--- config.mk ---
export PLATFORM = sky130hd
export DESIGN_NAME = pixel_stream_feeder_flat
export DESIGN_NICKNAME = d
export VERILOG_FILES = /design/src/rtl/pixel_stream_feeder_pkg.sv /design/src/rtl/pixel_stream_feeder_if.sv /design/src/rtl/pixel_stream_feeder_fifo.sv /design/src/rtl/pixel_stream_feeder.sv /design/src/flat_wrapper.sv
export SDC_FILE = /design/constraint.sdc
export NUM_CORES = 1
export LEC_CHECK = 0
export ABC_AREA = 1
export BUFFER_PORTS_ARGS = -buffer_cell sky130_fd_sc_hd__buf_2
export CAP_MARGIN = 20
export CORE_MARGIN = 1.5
export CORE_UTILIZATION = 58
export DETAILED_ROUTE_END_ITERATION = 10
export PLACE_DENSITY_LB_ADDON = 0.08
export SYNTH_ARGS = -nofsm -noshare
export SYNTH_HDL_FRONTEND = slang
export SYNTH_SLANG_ARGS = --single-unit
--- constraint.sdc ---
create_clock -name clk_100mhz -period 2.6 [get_ports clk_100mhz]
set_input_delay 0.78 -clock clk_100mhz [delete_from_list [all_inputs] [get_ports clk_100mhz]]
set_output_delay 0.78 -clock clk_100mhz [all_outputs]
set_load 0.01 [all_outputs]
--- src/rtl/pixel_stream_feeder_pkg.sv ---
// Shared constants and types for the raster plotter pixel path: image geometry,
// the per-pixel decision record handed to the plotter, and the feeder FSM states.
package pixel_stream_feeder_pkg;

  localparam int IMG_W          = 80;
  localparam int IMG_H          = 106;
  localparam int STEPS_PER_CELL = 9;

  typedef struct packed {
    logic on;
    logic eol;
    logic last;
  } pix_t;

  typedef enum logic [1:0] {
    ST_IDLE,
    ST_FETCH,
    ST_DRAIN,
    ST_DONE
  } state_t;

endpackage

--- src/rtl/pixel_stream_feeder_if.sv ---
// BRAM read port plus the pixel valid/ready channel towards the plotter FSM.
interface pixel_stream_feeder_if #(
  parameter int ADDR_W = 14
);
  logic [ADDR_W-1:0] mem_addr;
  logic              mem_rd;
  logic [7:0]        mem_data;
  logic              pix_valid;
  logic              pix_on;
  logic              pix_eol;
  logic              pix_last;
  logic              pix_ready;

  modport master (
    output mem_addr, mem_rd,
    input  mem_data,
    output pix_valid, pix_on, pix_eol, pix_last,
    input  pix_ready
  );

  modport slave (
    input  mem_addr, mem_rd,
    output mem_data,
    input  pix_valid, pix_on, pix_eol, pix_last,
    output pix_ready
  );
endinterface

--- src/rtl/pixel_stream_feeder_fifo.sv ---
// Small synchronous FIFO of pixel decisions; a pop on an empty FIFO is ignored and
// a push into a full FIFO is only accepted together with a pop.
module pixel_fifo
  import pixel_stream_feeder_pkg::*;
#(
  parameter int DEPTH = 4
) (
  input  logic                   clk,
  input  logic                   rst_n,
  input  logic                   i_push,
  input  pix_t                   i_din,
  input  logic                   i_pop,
  output pix_t                   o_dout,
  output logic                   o_full,
  output logic                   o_empty,
  output logic [$clog2(DEPTH):0] o_count
);
  localparam int               PTR_W    = $clog2(DEPTH);
  localparam logic [PTR_W:0]   FULL_CNT = (PTR_W+1)'(DEPTH);

  pix_t             r_mem [DEPTH];
  logic [PTR_W-1:0] r_wr_ptr;
  logic [PTR_W-1:0] r_rd_ptr;
  logic [PTR_W:0]   r_count;
  logic             w_push;
  logic             w_pop;

  assign o_full  = (r_count == FULL_CNT);
  assign o_empty = (r_count == '0);
  assign w_pop   = i_pop && !o_empty;
  assign w_push  = i_push && (!o_full || w_pop);
  assign o_dout  = r_mem[r_rd_ptr];
  assign o_count = r_count;

  always_ff @(posedge clk or negedge rst_n) begin
    if (!rst_n) begin
      r_wr_ptr <= '0;
      r_rd_ptr <= '0;
      r_count  <= '0;
    end else begin
      if (w_push) r_wr_ptr <= r_wr_ptr + PTR_W'(1);
      if (w_pop)  r_rd_ptr <= r_rd_ptr + PTR_W'(1);
      case ({w_push, w_pop})
        2'b10:   r_count <= r_count + (PTR_W+1)'(1);
        2'b01:   r_count <= r_count - (PTR_W+1)'(1);
        default: r_count <= r_count;
      endcase
    end
  end

  always_ff @(posedge clk) begin
    if (w_push) r_mem[r_wr_ptr] <= i_din;
  end

  a_no_overflow: assert property (@(posedge clk) disable iff (!rst_n)
    !(i_push && o_full && !i_pop));
  a_count_range: assert property (@(posedge clk) disable iff (!rst_n)
    r_count <= FULL_CNT);

endmodule

--- src/rtl/pixel_stream_feeder.sv ---
// Walks a grayscale BRAM image in raster order, thresholds each pixel and feeds
// ink/no-ink decisions with line/image end tags to the plotter over valid/ready.
module pixel_stream_feeder
  import pixel_stream_feeder_pkg::*;
#(
  parameter int IMG_W      = pixel_stream_feeder_pkg::IMG_W,
  parameter int IMG_H      = pixel_stream_feeder_pkg::IMG_H,
  parameter int ADDR_W     = 14,
  parameter int RD_LATENCY = 2,
  parameter int FIFO_DEPTH = 4,
  parameter int THRESH     = 128
) (
  input  logic                 clk_100mhz,
  input  logic                 cpu_resetn,
  input  logic                 start,
  output logic                 busy,
  output logic                 done,
  pixel_stream_feeder_if.master bus
);
  localparam int COL_W = (IMG_W > 1) ? $clog2(IMG_W) : 1;
  localparam int ROW_W = (IMG_H > 1) ? $clog2(IMG_H) : 1;
  localparam int CNT_W = $clog2(FIFO_DEPTH) + 1;
  localparam int INF_W = $clog2(RD_LATENCY + 1);
  localparam logic [COL_W-1:0] COL_MAX = COL_W'(IMG_W - 1);
  localparam logic [ROW_W-1:0] ROW_MAX = ROW_W'(IMG_H - 1);

  typedef struct packed {
    logic eol;
    logic last;
  } tag_t;

  state_t                r_state;
  state_t                w_state_nxt;
  logic [ADDR_W-1:0]     r_addr;
  logic [COL_W-1:0]      r_col;
  logic [ROW_W-1:0]      r_row;
  logic [RD_LATENCY-1:0] r_vld_p;
  tag_t                  r_tag_p [RD_LATENCY];
  logic                  w_rd;
  logic                  w_last_rd;
  logic                  w_new_img;
  logic                  w_pop;
  logic                  w_credit;
  logic [INF_W-1:0]      w_inflight;
  logic [CNT_W-1:0]      w_fifo_count;
  logic                  w_fifo_full;
  logic                  w_fifo_empty;
  pix_t                  w_push_pix;
  pix_t                  w_head;

  function automatic logic f_ink(input logic [7:0] gray);
    return int'(gray) < THRESH;
  endfunction

  function automatic logic [INF_W-1:0] f_popcount(input logic [RD_LATENCY-1:0] v);
    logic [INF_W-1:0] n;
    n = '0;
    for (int i = 0; i < RD_LATENCY; i++) n = n + INF_W'(v[i]);
    return n;
  endfunction

  // Reads already in the BRAM pipe hold a FIFO slot, so the FIFO can never overflow.
  assign w_inflight = f_popcount(r_vld_p);
  assign w_credit   = !w_fifo_full &&
                      ((int'(w_fifo_count) + int'(w_inflight)) < FIFO_DEPTH);
  assign w_rd       = (r_state == ST_FETCH) && w_credit;
  assign w_last_rd  = (r_row == ROW_MAX) && (r_col == COL_MAX);
  assign w_new_img  = start && ((r_state == ST_IDLE) || (r_state == ST_DONE));
  assign w_pop      = bus.pix_ready && !w_fifo_empty;

  always_comb begin
    w_state_nxt = r_state;
    case (r_state)
      ST_IDLE:  if (start) w_state_nxt = ST_FETCH;
      ST_FETCH: if (w_rd && w_last_rd) w_state_nxt = ST_DRAIN;
      ST_DRAIN: if (w_pop && w_head.last) w_state_nxt = ST_DONE;
      ST_DONE:  if (start) w_state_nxt = ST_FETCH;
      default:  w_state_nxt = ST_IDLE;
    endcase
  end

  always_ff @(posedge clk_100mhz or negedge cpu_resetn) begin
    if (!cpu_resetn) r_state <= ST_IDLE;
    else             r_state <= w_state_nxt;
  end

  // Issue stage: running address plus row/col for tagging, no multiply needed.
  always_ff @(posedge clk_100mhz or negedge cpu_resetn) begin
    if (!cpu_resetn) begin
      r_addr <= '0;
      r_col  <= '0;
      r_row  <= '0;
    end else if (w_new_img || (w_rd && w_last_rd)) begin
      r_addr <= '0;
      r_col  <= '0;
      r_row  <= '0;
    end else if (w_rd) begin
      r_addr <= r_addr + ADDR_W'(1);
      if (r_col == COL_MAX) begin
        r_col <= '0;
        r_row <= r_row + ROW_W'(1);
      end else begin
        r_col <= r_col + COL_W'(1);
      end
    end
  end

  // BRAM latency stages: valid bits are control, tags ride along unreset.
  always_ff @(posedge clk_100mhz or negedge cpu_resetn) begin
    if (!cpu_resetn) begin
      r_vld_p <= '0;
    end else begin
      r_vld_p[0] <= w_rd;
      for (int i = 1; i < RD_LATENCY; i++) r_vld_p[i] <= r_vld_p[i-1];
    end
  end

  always_ff @(posedge clk_100mhz) begin
    r_tag_p[0] <= '{eol: (r_col == COL_MAX), last: w_last_rd};
    for (int i = 1; i < RD_LATENCY; i++) r_tag_p[i] <= r_tag_p[i-1];
  end

  // Threshold stage: data and its tag meet at the FIFO input.
  always_comb begin
    w_push_pix      = '0;
    w_push_pix.on   = f_ink(bus.mem_data);
    w_push_pix.eol  = r_tag_p[RD_LATENCY-1].eol;
    w_push_pix.last = r_tag_p[RD_LATENCY-1].last;
  end

  pixel_fifo #(
    .DEPTH (FIFO_DEPTH)
  ) u_fifo (
    .clk     (clk_100mhz),
    .rst_n   (cpu_resetn),
    .i_push  (r_vld_p[RD_LATENCY-1]),
    .i_din   (w_push_pix),
    .i_pop   (w_pop),
    .o_dout  (w_head),
    .o_full  (w_fifo_full),
    .o_empty (w_fifo_empty),
    .o_count (w_fifo_count)
  );

  assign bus.mem_addr  = r_addr;
  assign bus.mem_rd    = w_rd;
  assign bus.pix_valid = !w_fifo_empty;
  assign bus.pix_on    = w_head.on   && !w_fifo_empty;
  assign bus.pix_eol   = w_head.eol  && !w_fifo_empty;
  assign bus.pix_last  = w_head.last && !w_fifo_empty;
  assign busy          = (r_state == ST_FETCH) || (r_state == ST_DRAIN);
  assign done          = (r_state == ST_DONE);

endmodule

--- src/flat_wrapper.sv ---
// flat-port wrapper written by rule: the top's interface ports become plain ports
module pixel_stream_feeder_flat import pixel_stream_feeder_pkg::*;
#(
  parameter int IMG_W      = pixel_stream_feeder_pkg::IMG_W,
  parameter int IMG_H      = pixel_stream_feeder_pkg::IMG_H,
  parameter int ADDR_W     = 14,
  parameter int RD_LATENCY = 2,
  parameter int FIFO_DEPTH = 4,
  parameter int THRESH     = 128
)
  (clk_100mhz, cpu_resetn, start, busy, done, bus_mem_addr, bus_mem_rd, bus_mem_data, bus_pix_valid, bus_pix_on, bus_pix_eol, bus_pix_last, bus_pix_ready);
  pixel_stream_feeder_if #(.ADDR_W(ADDR_W)) bus_i ();
  input  logic clk_100mhz;
  input  logic cpu_resetn;
  input  logic start;
  output logic busy;
  output logic done;
  output wire logic [$bits(bus_i.mem_addr)-1:0] bus_mem_addr;
  output wire logic [$bits(bus_i.mem_rd)-1:0] bus_mem_rd;
  input wire logic [$bits(bus_i.mem_data)-1:0] bus_mem_data;
  output wire logic [$bits(bus_i.pix_valid)-1:0] bus_pix_valid;
  output wire logic [$bits(bus_i.pix_on)-1:0] bus_pix_on;
  output wire logic [$bits(bus_i.pix_eol)-1:0] bus_pix_eol;
  output wire logic [$bits(bus_i.pix_last)-1:0] bus_pix_last;
  input wire logic [$bits(bus_i.pix_ready)-1:0] bus_pix_ready;
  assign bus_mem_addr = bus_i.mem_addr;
  assign bus_mem_rd = bus_i.mem_rd;
  assign bus_i.mem_data = bus_mem_data;
  assign bus_pix_valid = bus_i.pix_valid;
  assign bus_pix_on = bus_i.pix_on;
  assign bus_pix_eol = bus_i.pix_eol;
  assign bus_pix_last = bus_i.pix_last;
  assign bus_i.pix_ready = bus_pix_ready;
  pixel_stream_feeder #(.IMG_W(IMG_W), .IMG_H(IMG_H), .ADDR_W(ADDR_W), .RD_LATENCY(RD_LATENCY), .FIFO_DEPTH(FIFO_DEPTH), .THRESH(THRESH)) u_core (.clk_100mhz(clk_100mhz), .cpu_resetn(cpu_resetn), .start(start), .busy(busy), .done(done), .bus(bus_i));
endmodule
==> metrics <==
most frequent cells in the layout nand2_1 (100), nor2_1 (58), dfrtp_1 (39), inv_1 (33), buf_2 (25); average wire per standard cell 11.9 um; crit path cell chain ha_1 > nand2_1 > nand2_1 > a21oi_4 > buf_2; period utilisation layout 0.925; Pre-antenna DRT Iters 4; area occupied by registers 0.00142 mm2; Final WS setup 0.194 ns; crit path buf inv count 1; port buffer count 25; max incr delay on CP 0.44 ns; unrepaired setup endpoints after global routing no; largest family of logic cells by synthesized area simple AND/OR/NAND/NOR gates; gr ovfl total 0; clock sink count 55; Synth Area in Compound Gates 0.0573; post-cts resize count 0; Slew headroom 0.659; Ant. Diodes 0; distinct cell type count after synthesis 29; Final Cell Area 0.00321 mm2; status complete, no violations; clk root buf clkbuf_8; skew final 0.00874 ns; Multi-input gate area 0.00131 mm2; synthesized area 0.00293 mm2; CP delay by family, top flip-flops; CP Max Fanout 6; DRC 0; Post-Synth Adder-Cell Area 0.0667; max-cap viol count 0; Slew Limit Fails 0; row count 25; num ports 33; Synth Area in Simple Gates 0.287; Core ar. 0.00479 mm2; critical path endpoint category output pin; Slew @ Worst Pin 0.511 ns; pin count of the biggest net entering global routing 40; Hold Crit Class flop to flop; commonest non-fill, non-tap cell in the layout nand2_1; vias per cell 5.06; P_leak 1.59 nW; DP Wirelength 3.93 mm; CTS buffer count 5; Synth Instances 356; Die H 74.0 um; Final #Nets 412; WP data arrival 1.63 ns; number of global-route vias before repair 1935; global-route usage over all layers 0.211; die width 74.0 um; power per cell area 903 mW/mm2; Yosys warning total 0; worst IR drop on VDD 0.000508 V; required time worst endpoint 1.82 ns; Synth Area in XOR/XNOR 0.0359; Synth Net Count 383; final hold vios 0; gpl congestion 0.858; Routed met1 length 2.60 mm; clock latency on the worst-skew pair 0.31 ns; met3 WL 194 um; Initial Utilization 0.612; H-tree levels 2; f_max 0.416 GHz; via count 2293; register area share after synthesis 0.484; setup repair bufs after CTS 0; slowest CP cell dfrtp_1; Fin Setup TNS 0 ns; pre-CTS setup slack 0.432 ns; max layer used met4; startpoint types flop; antenna violations before repair 0; fill count 413; routed length on met2 2.56 mm; FF+latch count, synth 55; FF-to-FF setup slack 0.64 ns; Max clock buf depth 2; Area after DPL 0.00311 mm2; post-route ant nets 0; Crit Path Class flop to output pin; CTS clock-pin slew for the worst setup and hold paths 0.11 ns; first-pass GRT wire length 8.83 mm; Syn Area/Cell 8.22 um2; die footprint 0.00548 mm2; Layout area overhead 9.53%; most used cell, CP nand2_1; cts hold-fix bufs 0; mux contribution to synthesized area 0; TritonCTS clock tree done; Iteration-0 DRC Markers 106; Setup-failing EPs final 0; post-route minimum period 2.41 ns; Final Routed Wirelength 5.39 mm; fraction of layout cells with a size suffix above 1 0.148; Pwr Total 2.90 mW
[state kept, by name, summed over array words and instances (netlist names)]
| signal | count |
|---|---|
| u_core.u_fifo.r_mem | 12 |
| u_core.u_fifo.r_wr_ptr | 2 |
| u_core.r_state | 2 |
| u_core.u_fifo.o_count | 3 |
| u_core.r_col | 7 |
| u_core.bus.mem_addr | 14 |
| u_core.r_row | 7 |
| u_core.r_tag_p | 4 |
| u_core.r_vld_p | 2 |
| u_core.u_fifo.r_rd_ptr | 2 |
[worst register-to-register path, cell delays in order (launching register included)]
cell	delay [ns]
dfrtp_1	0.47
nor2_1	0.16
nand2_1	0.08
o21ai_2	0.13
ha_1	0.16
inv_1	0.07
fa_1	0.37
a21oi_1	0.15
o21ai_0	0.11
xor2_1	0.16
[through the flow]
stage	instances	hold slack, ns	util
after global placement	445	0.311	0.650
after floorplan	356	0.310	-
final	453	0.333	0.670
after global routing	453	0.338	0.670
after detailed placement	445	0.312	0.650
after CTS	453	0.334	0.670
[report_power, final]
part | internal [mW] | switching (mW)
clock network | 0.199 | 0.293
logic | 0.408 | 0.804
registers | 1.03 | 0.159
[cell usage after synthesis (all sizes together)]
cell type,n,area share
a21oi,14,0.028
buf,6,0.016
dfrtp,39,0.33
dfxtp,4,0.027
edfxtp,12,0.12
fa,1,0.0068
ha,14,0.060
inv,41,0.053
nand2,104,0.14
nand3,26,0.052
nand4,5,0.011
nor2,61,0.083
nor3,3,0.0051
o21ai,10,0.018
o21bai,1,0.0026
o22ai,3,0.0085
xnor2,2,0.0060
xor2,10,0.030
[layer usage]
metal | vias to the layer above | GRT usage
met4 | 0 | 0.0535
met1 | 1059 | 0.300
li1 | 1186 | -
met3 | 4 | 0.0474
met5 | - | 0
met2 | 44 | 0.331
[logic make-up (layout without fill, tap and decap cells)]
logic type	after synthesis	in the layout
AND/OR/NAND/NOR	199	199
flip-flops	55	55
buffers and inverters	47	77
AO/OA/AOI/OAI	28	28
adder cells (fa/ha/maj)	15	15
XOR/XNOR	12	12
[final cells by class]
class | instances | area share
repair buffers | 28 | 0.0461
clock inverters | 3 | 0.00820
clock buffers | 5 | 0.0215
inverters | 41 | 0.0480
multi-input cells | 254 | 0.408
well taps | 67 | 0.0262
flip-flops and latches | 55 | 0.442
[worst paths after layout]
kind,from,end,cells after the start
max,u_core.u_fifo.o_count[0],bus_mem_rd,5
min,u_core.r_tag_p[0][1],u_core.r_tag_p[0][3],0
max reg2reg,u_core.u_fifo.o_count[1],u_core.u_fifo.o_count[2],9
min reg2reg,u_core.r_tag_p[0][1],u_core.r_tag_p[0][3],0
max in group asynchronous,cpu_resetn,u_core.r_col[6],2
min in group asynchronous,cpu_resetn,u_core.u_fifo.r_rd_ptr[1],2
(Power assumes the default switching activity.)
